--- config.mk ---
export PLATFORM = sky130hd
export DESIGN_NAME = psub_serial
export DESIGN_NICKNAME = d
export VERILOG_FILES = /design/src/rtl/alu_pkg.sv /design/src/rtl/sub_sat_4bit.sv /design/src/rtl/psub_serial.sv
export SDC_FILE = /design/constraint.sdc
export NUM_CORES = 1
export LEC_CHECK = 0
export CAP_MARGIN = 5
export CORE_MARGIN = 2
export CORE_UTILIZATION = 35
export DETAILED_ROUTE_END_ITERATION = 12
export GPL_TIMING_DRIVEN = 0
export PLACE_DENSITY = 0.57
export SETUP_SLACK_MARGIN = 0.1
export SYNTH_ARGS = -nofsm -noshare
export SYNTH_HDL_FRONTEND = slang
export SYNTH_HIERARCHICAL = 1
export SYNTH_SLANG_ARGS = --single-unit
--- constraint.sdc ---
create_clock -name clk -period 4.63 [get_ports clk]
set_input_delay 1.1575 -clock clk [delete_from_list [all_inputs] [get_ports clk]]
set_output_delay 1.1575 -clock clk [all_outputs]
set_load 0.01 [all_outputs]
--- src/rtl/alu_pkg.sv ---
// Shared ALU definitions: serial-controller state encoding and nibble saturation constants.
package alu_pkg;

  typedef enum logic [1:0] {
    ST_IDLE = 2'd0,
    ST_RUN  = 2'd1,
    ST_DONE = 2'd2
  } state_t;

  localparam int NIBBLE_W = 4;

  localparam logic [NIBBLE_W-1:0] SAT_POS = 4'b0111;
  localparam logic [NIBBLE_W-1:0] SAT_NEG = 4'b1000;

endpackage

--- src/rtl/sub_sat_4bit.sv ---
// Combinational signed 4-bit subtract (a - b) that clamps to the 4-bit range on overflow.
module sub_sat_4bit
  import alu_pkg::*;
(
  input  logic [NIBBLE_W-1:0] a,
  input  logic [NIBBLE_W-1:0] b,
  output logic [NIBBLE_W-1:0] d,
  output logic                ovf
);

  logic [NIBBLE_W-1:0] diff;

  // Two's complement subtract; the carry out is not needed.
  assign diff = a + ~b + 4'd1;
  assign ovf  = (a[3] != b[3]) && (diff[3] != a[3]);

  always_comb begin
    d = diff;
    if (ovf) begin
      d = a[3] ? SAT_NEG : SAT_POS;
    end
  end

endmodule

--- src/rtl/psub_serial.sv ---
// Nibble-serial saturating sub-word subtractor: one shared 4-bit slice walks the
// nibbles of A - B, one nibble per clock, then pulses done.
//
// Handshake: start is a request sampled only in IDLE; while busy or during the
// done cycle it is ignored. done is a single-cycle pulse, and Result/Ovfl stay
// valid from that cycle until the next operation writes its first nibble.
module psub_serial
  import alu_pkg::*;
#(
  parameter int NIBBLES = 4
) (
  input  logic                        clk,
  input  logic                        rst_n,
  input  logic                        start,
  input  logic [NIBBLE_W*NIBBLES-1:0] A,
  input  logic [NIBBLE_W*NIBBLES-1:0] B,
  output logic                        busy,
  output logic                        done,
  output logic [NIBBLE_W*NIBBLES-1:0] Result,
  output logic [NIBBLES-1:0]          Ovfl
);

  localparam int W  = NIBBLE_W * NIBBLES;
  localparam int IW = (NIBBLES > 1) ? $clog2(NIBBLES) : 1;

  state_t              state;
  state_t              state_next;
  logic [IW-1:0]       idx;
  logic [W-1:0]        a_q;
  logic [W-1:0]        b_q;
  logic [NIBBLE_W-1:0] nib_a;
  logic [NIBBLE_W-1:0] nib_b;
  logic [NIBBLE_W-1:0] nib_d;
  logic                nib_ovf;
  logic                last_nib;

  assign last_nib = (idx == IW'(NIBBLES - 1));
  assign nib_a    = a_q[idx*NIBBLE_W +: NIBBLE_W];
  assign nib_b    = b_q[idx*NIBBLE_W +: NIBBLE_W];

  sub_sat_4bit u_slice (
    .a   (nib_a),
    .b   (nib_b),
    .d   (nib_d),
    .ovf (nib_ovf)
  );

  always_ff @(posedge clk or negedge rst_n) begin
    if (!rst_n) begin
      state <= ST_IDLE;
    end else begin
      state <= state_next;
    end
  end

  always_comb begin
    state_next = state;
    busy       = 1'b0;
    done       = 1'b0;
    case (state)
      ST_IDLE: begin
        if (start) begin
          state_next = ST_RUN;
        end
      end
      ST_RUN: begin
        busy = 1'b1;
        if (last_nib) begin
          state_next = ST_DONE;
        end
      end
      ST_DONE: begin
        done       = 1'b1;
        state_next = ST_IDLE;
      end
      default: begin
        state_next = ST_IDLE;
      end
    endcase
  end

  // Operands are captured only on an accepted start; Result/Ovfl only change in RUN.
  always_ff @(posedge clk or negedge rst_n) begin
    if (!rst_n) begin
      idx    <= '0;
      a_q    <= '0;
      b_q    <= '0;
      Result <= '0;
      Ovfl   <= '0;
    end else begin
      case (state)
        ST_IDLE: begin
          if (start) begin
            a_q <= A;
            b_q <= B;
            idx <= '0;
          end
        end
        ST_RUN: begin
          Result[idx*NIBBLE_W +: NIBBLE_W] <= nib_d;
          Ovfl[idx]                        <= nib_ovf;
          idx                              <= last_nib ? '0 : idx + 1'b1;
        end
        default: begin
        end
      endcase
    end
  end

endmodule

Yosys cells after proc, flatten, opt, wreduce, memory -nomap -nowiden
Cells that the tools add are included.
{"block": "totals", "ff_bits": 56, "elab_cells": 45, "out_inout_bits": 22, "inputBits": 35}
{"block": "op_classes", "bitwise_logic": 1, "eq_ne": 7, "magnitude_cmp": 2, "add_sub_neg": 4, "n_shift": 4, "n_mux": 14, "reduce_logical": 7}
{"op": "$neg 4->34", "count": 1}
{"op": "$shift 4x34->16 const A", "count": 1}
{"op": "$shiftx 4x34->16", "count": 1}
{"op": "$shiftx 16x5->4", "count": 2}
{"op": "$bwmux 16", "count": 1}
{"op": "$mux 2", "count": 4}
{"op": "$mux 4", "count": 2}
{"op": "$pmux 2 s2", "count": 2}
{"op": "$reduce_and 2->1", "count": 3}
{"op": "$add 4x1->4 const B", "count": 1}
{"op": "$add 4x4->4", "count": 1}
{"op": "$bwmux 4", "count": 1}
{"op": "$eq 2x2->1 const B", "count": 2}
{"op": "$ne 2x2->1 const B", "count": 2}
{"op": "$not 4->4", "count": 1}
{"op": "$lt 2x3->1 const B", "count": 1}
{"op": "$mux 1", "count": 3}
{"op": "$add 2x1->2 const B", "count": 1}
{"op": "$demux 1 s2", "count": 1}
{"op": "$eq 2x1->1 const B", "count": 1}
{"op": "$ge 2x1->1 const B", "count": 1}
{"op": "$logic_and 1x1->1", "count": 2}
{"op": "$logic_not 2->1", "count": 1}
{"op": "$ne 1x1->1", "count": 2}
{"op": "$reduce_bool 2->1", "count": 1}

Longest topological paths before layout
Gate-level depths: netlist of the first run.
{"block": "depth", "depth_word": 9, "mapped_depth": 12, "mapped_depth_nobuf": 10}

Modules after synthesis
Netlist of the first run, hierarchy kept.
{"module": "psub_serial", "area_per_inst_um2": 2590.0, "instances": 1, "seq_area_each_um2": 1401.3, "cells_each": 172}
{"module": "sub_sat_4bit", "area_per_inst_um2": 187.7, "instances": 1, "seq_area_each_um2": 0.0, "cells_each": 25}

Worst setup path after synthesis of the first run
Ideal clock, no wire load.
{"block": "synth_path", "path_type": "reg2reg", "startpoint": "register idx[0]", "endpoint": "register Result[8]", "t_required_ps": 4564, "setup_slack_ps": 1632, "path_stages_with_launch": 10, "n_path_buf": 1, "t_arrival_ps": 2932, "setup_time_ps": 66, "synth_period_minus_slack_ps": 2998, "path_cell_list": "dfrtp_1 > buf_6 > mux4_1 > ha_1 > a21o_1 > a21oi_1 > fa_1 > a22oi_1 > nor4bb_1 > a22o_1"}
{"block": "synth_between", "elab_cells_between_ends": 14, "classes_between": "add/sub (3); eq/ne (2); shift (4); mux (3); bitwise (1); reduce/logical (1)"}
{"item": "start, declared", "line_no": "psub_serial.sv:28", "text": "logic [IW-1:0] idx;"}
{"item": "start signal, assigned", "line_no": "psub_serial.sv:102", "text": "idx <= last_nib ? '0 : idx + 1'b1;"}
{"item": "$shiftx 16x5->4", "line_no": "psub_serial.sv:38", "text": "assign nib_a = a_q[idx*NIBBLE_W +: NIBBLE_W];"}
{"item": "net nib_a[1]", "line_no": "psub_serial.sv:31", "text": "logic [NIBBLE_W-1:0] nib_a;"}
{"item": "$add 4x4->4", "line_no": "sub_sat_4bit.sv:14", "text": "assign diff = a + ~b + 4'd1;"}
{"item": "$add 4x1->4", "line_no": "sub_sat_4bit.sv:14"}
{"item": "$ne 1x1->1", "line_no": "sub_sat_4bit.sv:15", "text": "assign ovf = (a[3] != b[3]) && (diff[3] != a[3]);"}
{"item": "$logic_and 1x1->1", "line_no": "sub_sat_4bit.sv:15"}
{"item": "$mux 4", "line_no": "sub_sat_4bit.sv:19", "text": "if (ovf) begin"}
{"item": "net nib_d[0]", "line_no": "psub_serial.sv:33", "text": "logic [NIBBLE_W-1:0] nib_d;"}
{"item": "$shiftx 4x34->16", "line_no": "psub_serial.sv:100", "text": "Result[idx*NIBBLE_W +: NIBBLE_W] <= nib_d;"}
{"item": "$bwmux 16", "line_no": "psub_serial.sv:100"}
{"item": "end signal, assigned by index", "line_no": "psub_serial.sv:100"}
{"item": "end, declared", "line_no": "psub_serial.sv:19", "text": "output logic [NIBBLE_W*NIBBLES-1:0] Result,"}
The timed path passes the listed nets, and every way through them passes these cells.
A chain may end at the register's enable or synchronous reset.

Final worst setup path of the first run
{"block": "layout_path", "startpoint": "register idx[1]", "endpoint": "register Result[8]"}
Same word-level chain as after synthesis.

==> results of run 1 <==
==> Yosys cell counts, types with 3 or more instances <==
cell type	number	area [µm²]
ha_1	9	112.6
buf_2	3	15.01
mux2_2	36	405.4
mux4_1	6	157.7
o32ai_1	6	52.55
a32o_1	7	70.07
inv_1	14	52.55
nor4bb_1	3	30.03
nand2b_1	3	18.77
nand2_1	8	30.03
dfrtp_1	56	1401
nand3b_1	3	22.52
buf_6	4	45.04
==> kinds of logic after synthesis <==
group	Yosys count
xor+xnor	1
compound gates	23
buf+inv	25
mux	47
simple gates	34
fa+ha+maj	11
flops	56
==> routing by layer <==
| layer | wire, µm | GRT usage | share of wire |
|---|---|---|---|
| met1 | 2645 | 0.1910 | 0.47 |
| met5 | 0 | 0 | 0 |
| met4 | 95 | 0.04779 | 0.017 |
| met2 | 2662 | 0.2264 | 0.47 |
| met3 | 207 | 0.02901 | 0.037 |
==> registers in the layout, summed over array words and instances, names as in the netlist <==
signal  count
Ovfl        4
b_q        16
idx         2
state       2
a_q        16
Result     16
==> cell type report <==
type / count / area (µm²)
clock buffers: 6 / 82.58
flip-flops and latches: 56 / 1401
well taps: 102 / 127.6
repair buffers: 57 / 575.6
clock inverters: 2 / 10.01
plain buffers: 10 / 75.07
fillers: 709 / 4154
multi-input cells: 116 / 1245
inverters: 15 / 56.30
==> worst max-delay path, delay by kind of cell (launching register included) <==
kind | cells | cell delay (ns)
adders and majority gates | 2 | 0.82
buffers and inverters | 1 | 0.49
muxes | 1 | 0.45
AOI/OAI and AO/OA | 4 | 0.94
and+or+nand+nor | 1 | 0.38
DFF | 1 | 0.42
==> where the power goes <==
group / switching, mW / internal [mW]
Clock: 0.161 / 0.120
Sequential: 0.105 / 0.707
Combinational: 0.870 / 0.819
Total: 1.14 / 1.65
==> cell usage in the layout (no fill, tap or decap), drive strengths merged, types with 3 or more instances in the layout <==
cell            n
nor4bb          3
a32o            7
nand2b          4
mux4            8
mux2           38
nand2           8
dfrtp          56
ha              9
nor3b           3
nand3b          3
buf            10
inv            15
clkdlybuf4s50  55
o32ai           6
clkbuf          8
==> final timing paths <==
kind                                      from               endpoint  slack, ns  cells after the start
setup reg to reg            idx[1]$_DFFE_PN0P_  Result[8]$_DFFE_PN0P_       1.06                      9
min in group asynchronous                rst_n  Result[8]$_DFFE_PN0P_       0.78                      1
hold / removal             b_q[13]$_DFFE_PN0P_    b_q[13]$_DFFE_PN0P_       0.49                      1
max in group asynchronous                rst_n    b_q[13]$_DFFE_PN0P_       3.29                      2
setup / recovery            idx[1]$_DFFE_PN0P_  Result[8]$_DFFE_PN0P_       1.06                      9
hold reg to reg            b_q[13]$_DFFE_PN0P_    b_q[13]$_DFFE_PN0P_       0.49                      1
==> results.tsv, run 1 <==
metric	value	unit
dpl cell area	3481	µm²
pin slew with the least headroom to its limit	0.5989	ns
run status	finished, final reports clean	
Leak	1.516	nW
DP HPWL	4.069	mm
Final Hold Vio Count	0	
per-cell routed wire length	15.41	µm
CP max stage cell	fa_1	
row count	32	
post-synthesis adder-cell area fraction	0.05495	
post-route cell area	3573	µm²
I/O Pins	57	
Synth Area in Compound Gates	0.06937	
share of layout cells above drive strength 1	0.2328	
Syn Nets	243	
DR vias/cell	4.887	
Non-Filler Instances	364	
Die ar.	8665	µm²
power density cells	778.4	nW/µm²
Period minus WS final	3.570	ns
Yosys reg bits	56	
Simple-Gate Fraction of Synth Area	0.09009	
hold crit path type	flop to flop	
Iter 0 DRT Violations	70	
Die Span X	93.09	µm
Peak VDD IR	0.4085	mV
post-cts resize count	0	
layout net count	307	
final core occ	0.4624	
Pwr Total	2.781	mW
CTS Buf Count	5	
IO buf count	56	
pre-CTS setup slack	1.025	ns
Die Ht	93.09	µm
CTS tree	done	
Layout area overhead	28.65	%
predominant post-synthesis flop cell	dfrtp_1	
initial antenna violation count	0	
final period utilization	0.7711	
WHS	0.4924	ns
Hold Buf Count CTS	0	
H-tree depth	2	
max incr delay on CP	0.51	ns
Distinct cells, synth	39	
largest family of logic cells by synthesized area	multiplexers	
Total GRT Usage	0.1410	
Skew-Pair Late Insertion Delay	0.31	ns
total grt overflow	0	
drt pass-1 iters	4	
clock tree sinks	56	
WL final	5.610	mm
yosys warns	6	
sequential area share after synthesis	0.5045	
XOR/XNOR Fraction of Synth Area	0.003153	
MaxCap Viol Count	0	
Post-synth EDFFs	0	
number of global-route vias before repair	1887	
clock slew at reported path FFs	0.10	ns
Clock Skews	0.003491	ns
post-synthesis mux area share	0.2306	
CP startpoint kind	flop	
maximum clock rate	280.1	MHz
root buf cell	clkbuf_8	
post-route setup TNS	0	ns
Rel. slew slack	0.6007	
pin count of the biggest net entering global routing	39	
DRC errors left	0	
Post-CTS Repair Setup Buffers	0	
global-route wire length before repair	9.466	mm
post-synthesis cell area	2778	µm²
dpl cells	356	
initial core utilization	0.3595	
final setup fails	0	
n_diodes	0	
pins over their slew limit	0	
critical-path cell list	clkbuf_1, mux4_1, ha_1, a21o_1, a21oi_1, fa_1, a22oi_1, nor4bb_1, a22o_1	
Worst Path Arrival	3.83	ns
Synth async-reset ratio	1.000	
Final WS setup	1.060	ns
Core Region	7727	µm²
routability cong.	0.7600	
Critical Path RT	4.89	ns
Antenna Violating Nets Remaining	0	
Max Root-Sink Buffers	2	
syn avg cell area	14.10	µm²
Vias	1779	
CP Class	flop to flop	
Crit. End Element	flop	
Cells after Synth	197	
crit path max fanout	10	
RSZ-0062 raised after global routing	false	
Power figures use the tool's default switching activity.
==> run 2: changes to the inputs <==
Clock period 4.63 ns to 3.7 ns, I/O delays scaled along.
==> run 2 against run 1 <==
  * Global-route usage unchanged
  * Clock skew up 0.0011 ns
  * Sequential share of layout area down 0.11 points
  * Clock power up 26%
  * Clock-buffer cell count unchanged
  * Flip-flop and latch count unchanged
  * Combinational power up 30%
  * Largest cell class unchanged
  * Largest power group unchanged
==> results.tsv, run 2 (synthesized netlist as in run 1, its figures left out) <==
metric	value	unit	change
run status	finished, final reports clean		unchanged
Net Sw Power	1.463	mW	was 1.136 mW
Seq pwr share	0.286		was 0.292
Die Span X	93.09	µm	unchanged
crit path max fanout	10		unchanged
Comb pwr share	0.615		was 0.607
biggest regs	Result x16, a_q x16, b_q x16		unchanged
power density cells	992.3	nW/µm²	was 778.4 nW/µm²
DP HPWL	4.069	mm	unchanged
root buf cell	clkbuf_8		unchanged
Clock Skews	0.004546	ns	was 0.003491 ns
Iter 0 DRT Violations	57		was 70
Antenna Violating Nets Remaining	0		unchanged
H-tree depth	2		unchanged
r2r startpoint	idx[0]$_DFFE_PN0P_		was idx[1]$_DFFE_PN0P_
Worst Path Arrival	3.71	ns	was 3.83 ns
I/O Pins	57		unchanged
clock tree sinks	56		unchanged
pre-CTS setup slack	0.09487	ns	was 1.025 ns
r2r endpoint	Result[8]$_DFFE_PN0P_		unchanged
Worst Reg-to-Reg Cells	12		was 9
setup slack, reg-to-reg	0.25	ns	was 1.06 ns
initial antenna violation count	0		unchanged
CTS Buf Count	5		unchanged
Max Root-Sink Buffers	2		unchanged
Hold Buf Count CTS	0		unchanged
M2 GR Usage	0.2264		unchanged
met3 Usage GRT	0.02901		unchanged
Vias	1774		was 1,779
post-route setup TNS	0	ns	unchanged
Leak	1.521	nW	was 1.516 nW
met1 usage	0.1910		unchanged
total grt overflow	0		unchanged
final period utilization	0.9318		was 0.7711
pin slew with the least headroom to its limit	0.5289	ns	was 0.5989 ns
Die Ht	93.09	µm	unchanged
switch share	0.4115		was 0.4083
Total GRT Usage	0.1410		unchanged
commonest cells after routing, fill and taps aside	dfrtp_1 (56), clkdlybuf4s50_1 (55), mux2_2 (36)		unchanged
MaxCap Viol Count	0		unchanged
Power Internal	2.093	mW	was 1.646 mW
DRC errors left	0		unchanged
hold crit path type	flop to flop		unchanged
DR vias/cell	4.874		was 4.887
WL final	5.605	mm	was 5.610 mm
CTS tree	done		unchanged
n_diodes	0		unchanged
share of layout cells above drive strength 1	0.2443		was 0.2328
Final Hold Vio Count	0		unchanged
maximum clock rate	290.0	MHz	was 280.1 MHz
row count	32		unchanged
Rel. slew slack	0.6373		was 0.6007
IO buf count	56		unchanged
fill cell count	710		was 709
Core Region	7727	µm²	unchanged
crit path to	Result[8]$_DFFE_PN0P_		unchanged
Crit. End Element	flop		unchanged
final core occ	0.4637		was 0.4624
Period minus WS final	3.448	ns	was 3.570 ns
CP startpoint kind	flop		unchanged
final setup fails	0		unchanged
busiest grt layer	met2		unchanged
Worst Setup SP	idx[0]$_DFFE_PN0P_		was idx[1]$_DFFE_PN0P_
Layout area overhead	29.01	%	was 28.65%
Die ar.	8665	µm²	unchanged
global-route wire length before repair	9.466	mm	unchanged
initial core utilization	0.3595		unchanged
pin count of the biggest net entering global routing	39		unchanged
Critical Path RT	3.96	ns	was 4.89 ns
clock network power share	0.099		was 0.101
CP Class	flop to flop		unchanged
layout net count	307		unchanged
per-cell routed wire length	15.40	µm	was 15.41 µm
number of global-route vias before repair	1887		unchanged
Peak VDD IR	0.5214	mV	was 0.4085 mV
RSZ-0062 raised after global routing	true		was false
routability cong.	0.7600		unchanged
most common cell after layout, fill and taps aside	dfrtp_1		unchanged
Final WS setup	0.2523	ns	was 1.060 ns
clock slew at reported path FFs	0.10	ns	about the same
pins over their slew limit	0		unchanged
drt pass-1 iters	4		unchanged
Skew-Pair Late Insertion Delay	0.31	ns	about the same
-- run 2: cell counts in the layout (fill, tap and decap cells not counted) --
Identical to the previous run, type by type.
-- run 2: per-stage QoR --
step	power (mW)	area (µm²)	std cells	hold WS, ns
2_1_floorplan	2.484	2778	197	0.4492
3_3_place_gp	3.145	3466	355	0.4609
3_5_place_dp	3.162	3481	356	0.4712
4_1_cts	3.522	3575	364	0.4948
5_1_grt	3.852	3583	364	0.5207
6_report	3.556	3583	364	0.4923
-- run 2: per-layer routing --
layer | wire length (µm) | vias to the layer above
met1 | 2670 | 868
met3 | 212 | 9
li1 | - | 854
met2 | 2627 | 43
met5 | 0 | -
met4 | 95 | 0
-- run 2: worst max-delay path: stages (launching register included) --
cell,delay (ns)
dfrtp_1,0.43
buf_6,0.19
buf_2,0.26
mux4_2,0.53
inv_1,0.08
ha_1,0.14
inv_1,0.06
a21o_1,0.15
a21oi_1,0.20
fa_1,0.53
a22oi_2,0.29
nor4bb_1,0.36
a22o_1,0.17
-- run 2: area by class of cell --
cell class	instances	area (µm²)	share of cell area
sequential	56	1401	0.3911
multi-input combinational	116	1254	0.3499
timing repair buffer	57	575.6	0.1606
tap	102	127.6	0.03561
clock buffer	6	82.58	0.02304
buffer	10	76.32	0.02130
inverter	15	56.30	0.01571
clock inverter	2	10.01	0.002793
-- run 2: worst min path at each step --
stage               cells after the start  slack, ns             endpoint           startpoint
global placement                        1       0.46  b_q[13]$_DFFE_PN0P_  b_q[13]$_DFFE_PN0P_
finish                                  1       0.49  b_q[13]$_DFFE_PN0P_  b_q[13]$_DFFE_PN0P_
global route                            1       0.52  b_q[13]$_DFFE_PN0P_  b_q[13]$_DFFE_PN0P_
CTS                                     1       0.49  b_q[13]$_DFFE_PN0P_  b_q[13]$_DFFE_PN0P_
detailed placement                      1       0.47  b_q[13]$_DFFE_PN0P_  b_q[13]$_DFFE_PN0P_
floorplan                               1       0.45  b_q[13]$_DFFE_PN0P_  b_q[13]$_DFFE_PN0P_
-- run 2: timing repair --
action                                  CTS  global route
endpoints found under the setup margin    1             6
gates resized for setup                   1             2
setup buffers                             0             0
gates cloned                              0             0
-- run 2: power groups by stage --
stage	Sequential (mW)	Combinational (mW)	Clock, mW
after floorplan	1.03	1.46	0
after global placement	1.03	2.12	0
after detailed placement	1.04	2.13	0
after CTS	1.02	2.14	0.364
after global routing	1.06	2.41	0.388
final	1.02	2.19	0.353
==> run 3: changes to the inputs <==
Settings changed: SYNTH_HIERARCHICAL 1 to unset.
==> run 3 against run 2 <==
  * Critical path depth shrank 2
  * Register-to-register slack improved by 0.08 ns
  * Critical endpoint is now Ovfl[3]$_DFFE_PN0P_
  * Final area down 2.6%
  * Combinational power fell by 4%
  * Die area is 3.1% lower
  * Largest cell class unchanged
==> results.tsv, run 3 <==
metric	value	unit	change
run status	finished, final reports clean		unchanged
clock slew at reported path FFs	0.10	ns	about the same
Total GRT Usage	0.1429		was 0.1410
CP max stage cell	mux4_2		unchanged
total grt overflow	0		unchanged
global-route wire length before repair	9.397	mm	was 9.466 mm
crit path max fanout	10		unchanged
CTS Buf Count	5		unchanged
MaxCap Viol Count	0		unchanged
Vias	1837		was 1,774
Leak	1.462	nW	was 1.521 nW
Post-synth EDFFs	0		unchanged
routability cong.	0.7676		was 0.7600
I/O Pins	57		unchanged
CP startpoint kind	flop		unchanged
commonest cells in the synthesized netlist	dfrtp_1 (56), mux2_2 (32), inv_1 (10), nand2_1 (10), ha_1 (9)		was dfrtp_1 (56), mux2_2 (36), inv_1 (14), ha_1 (9), nand2_1 (8)
Clock Skews	0.01118	ns	was 0.004546 ns
Die ar.	8400	µm²	was 8665 µm²
Die Span X	91.65	µm	was 93.09 µm
pre-CTS setup slack	0.1352	ns	was 0.09487 ns
drt pass-1 iters	4		unchanged
biggest regs	Result x16, a_q x16, b_q x16		unchanged
WL final	5.830	mm	was 5.605 mm
Final WS setup	0.3275	ns	was 0.2523 ns
top-count cell post-synth	dfrtp_1		unchanged
predominant post-synthesis flop cell	dfrtp_1		unchanged
layout net count	308		was 307
final setup fails	0		unchanged
RSZ-0062 raised after global routing	false		was true
share of the synthesized area in the top cell type	0.5212		was 0.5045
fill cell count	665		was 710
critical-path cell list	buf_6, buf_2, mux4_2, ha_1, a21o_1, a21oi_1, fa_1, clkbuf_2, mux2i_2, o21ai_0		was buf_6, buf_2, mux4_2, inv_1, ha_1, inv_1, a21o_1, a21oi_1, fa_1, a22oi_2, nor4bb_1, a22o_1
pin slew with the least headroom to its limit	0.9840	ns	was 0.5289 ns
DP HPWL	4.404	mm	was 4.069 mm
maximum clock rate	296.5	MHz	was 290.0 MHz
Pwr Total	3.496	mW	was 3.556 mW
dpl cells	354		was 356
initial core utilization	0.3668		was 0.3595
number of global-route vias before repair	1889		was 1,887
per-cell routed wire length	16.10	µm	was 15.40 µm
n_diodes	0		unchanged
post-synthesis cell area	2689	µm²	was 2778 µm²
share of layout cells above drive strength 1	0.2395		was 0.2443
root buf cell	clkbuf_8		unchanged
DR vias/cell	5.075		was 4.874
Crit. End Element	flop		unchanged
clock tree sinks	56		unchanged
syn avg cell area	13.58	µm²	was 14.10 µm²
post-route setup TNS	0	ns	unchanged
most common cell after layout, fill and taps aside	dfrtp_1		unchanged
Cells after Synth	198		was 197
Peak VDD IR	0.4855	mV	was 0.5214 mV
Antenna Violating Nets Remaining	0		unchanged
H-tree depth	2		unchanged
Layout area overhead	29.78	%	was 29.01%
Period minus WS final	3.373	ns	was 3.448 ns
WHS	0.4832	ns	was 0.4923 ns
Critical Path RT	3.89	ns	was 3.96 ns
power density cells	1002	nW/µm²	was 992.3 nW/µm²
IO buf count	56		unchanged
Core Region	7331	µm²	was 7727 µm²
commonest cells after routing, fill and taps aside	dfrtp_1 (56), clkdlybuf4s50_1 (55), mux2_2 (32)		was dfrtp_1 (56), clkdlybuf4s50_1 (55), mux2_2 (36)
busiest grt layer	met2		unchanged
Skew-Pair Late Insertion Delay	0.32	ns	was 0.31 ns
M2 GR Usage	0.2335		was 0.2264
CP Class	flop to flop		unchanged
final period utilization	0.9115		was 0.9318
pins over their slew limit	0		unchanged
pin count of the biggest net entering global routing	31		was 39
Distinct cells, synth	36		was 39
largest area contributor in the synthesized netlist	dfrtp_1		unchanged
met1 usage	0.1840		was 0.1910
initial antenna violation count	0		unchanged
Iter 0 DRT Violations	48		was 57
CTS tree	done		unchanged
Final Hold Vio Count	0		unchanged
Non-Filler Instances	362		was 364
met3 Usage GRT	0.03451		was 0.02901
top cells by area, synth	dfrtp_1 (52%), mux2_2 (13%), mux4_2 (6.7%)		was dfrtp_1 (50%), mux2_2 (15%), mux4_1 (5.7%)
Synth async-reset ratio	1.000		unchanged
Max Root-Sink Buffers	2		unchanged
sequential area share after synthesis	0.5212		was 0.5045
Die Ht	91.65	µm	was 93.09 µm
Worst Path Arrival	3.56	ns	was 3.71 ns
Syn Nets	244		was 243
Rel. slew slack	0.3347		was 0.6373
row count	31		was 32
DRC errors left	0		unchanged
Yosys reg bits	56		unchanged
setup slack, reg-to-reg	0.33	ns	was 0.25 ns
hold crit path type	flop to flop		unchanged
max incr delay on CP	0.59	ns	was 0.53 ns
yosys warns	0		was 6
run 3: changes by cell type in the layout (fill, tap and decap cells not counted), sizes merged, moves of 3 or more:
cell | before | now
a22o | 2 | 5
a31o | 0 | 3
a32o | 7 | 3
a32oi | 0 | 8
inv | 15 | 12
mux2 | 38 | 32
nor4bb | 3 | 0
o21ai | 2 | 7
o31ai | 0 | 7
o32ai | 6 | 0
run 3: where the power goes:
group / leakage (nW) / internal (mW) / switching [mW]
clock: 0.0516 / 0.154 / 0.202
sequential: 0.696 / 0.881 / 0.151
combinational: 0.715 / 0.926 / 1.18
run 3: logic make-up (layout without fill, tap and decap cells):
| logic type | count (synthesis) | count (layout) | share of synthesized area |
|---|---|---|---|
| AO/OA/AOI/OAI | 38 | 38 | 0.1098 |
| XOR/XNOR | 1 | 1 | 0.003258 |
| adder cells (fa/ha/maj) | 11 | 11 | 0.05677 |
| buffers and inverters | 20 | 85 | 0.03583 |
| flip-flops | 56 | 56 | 0.5212 |
| multiplexers | 41 | 41 | 0.2047 |
| AND/OR/NAND/NOR | 31 | 31 | 0.06841 |
run 3: area by class of cell:
type                            count  area (µm²)  share of cell area
Inverter                           11       41.29             0.01183
Sequential cell                    56        1401              0.4016
Buffer                              9       56.30             0.01613
Timing Repair Buffer               57       575.6              0.1649
Multi-Input combinational cell    122        1195              0.3424
Clock buffer                        6       82.58             0.02366
Tap cell                           99       123.9             0.03550
Clock inverter                      2       13.76            0.003944
run 3: worst max-delay path, delay by kind of cell, from the launching register on:
kind                     cells  cell delay (ns)
multiplexers                 2             0.91
adder cells (fa/ha/maj)      2             0.75
flip-flops                   1             0.43
buffers and inverters        3             0.67
AO/OA/AOI/OAI                3             0.48
run 3: repair_timing:
item                       in CTS  in global routing
resized for setup               0                  3
buffers inserted                0                  0
hold buffers                    0                  0
setup endpoints to repair       0                  4
run 3: final timing paths:
check                               startpoint                  end  depth (start not counted)
setup / recovery            idx[0]$_DFFE_PN0P_  Ovfl[3]$_DFFE_PN0P_                         10
hold / removal             Ovfl[1]$_DFFE_PN0P_  Ovfl[1]$_DFFE_PN0P_                          2
setup reg to reg            idx[0]$_DFFE_PN0P_  Ovfl[3]$_DFFE_PN0P_                         10
hold reg to reg            Ovfl[1]$_DFFE_PN0P_  Ovfl[1]$_DFFE_PN0P_                          2
max in group asynchronous                rst_n   b_q[5]$_DFFE_PN0P_                          2
min in group asynchronous                rst_n  Ovfl[0]$_DFFE_PN0P_                          1
run 3: layer usage:
| layer | share of wire | up-vias |
|---|---|---|
| li1 | - | 869 |
| met1 | 0.45 | 910 |
| met2 | 0.48 | 50 |
| met3 | 0.046 | 8 |
| met4 | 0.017 | 0 |
| met5 | 0 | - |
run 3: through the flow:
stage | instance area (µm²) | utilization
after floorplan | 2689 | -
after CTS | 3485 | 0.4753
final | 3490 | 0.4760
after global placement | 3373 | 0.4601
after detailed placement | 3388 | 0.4622
after global routing | 3490 | 0.4760
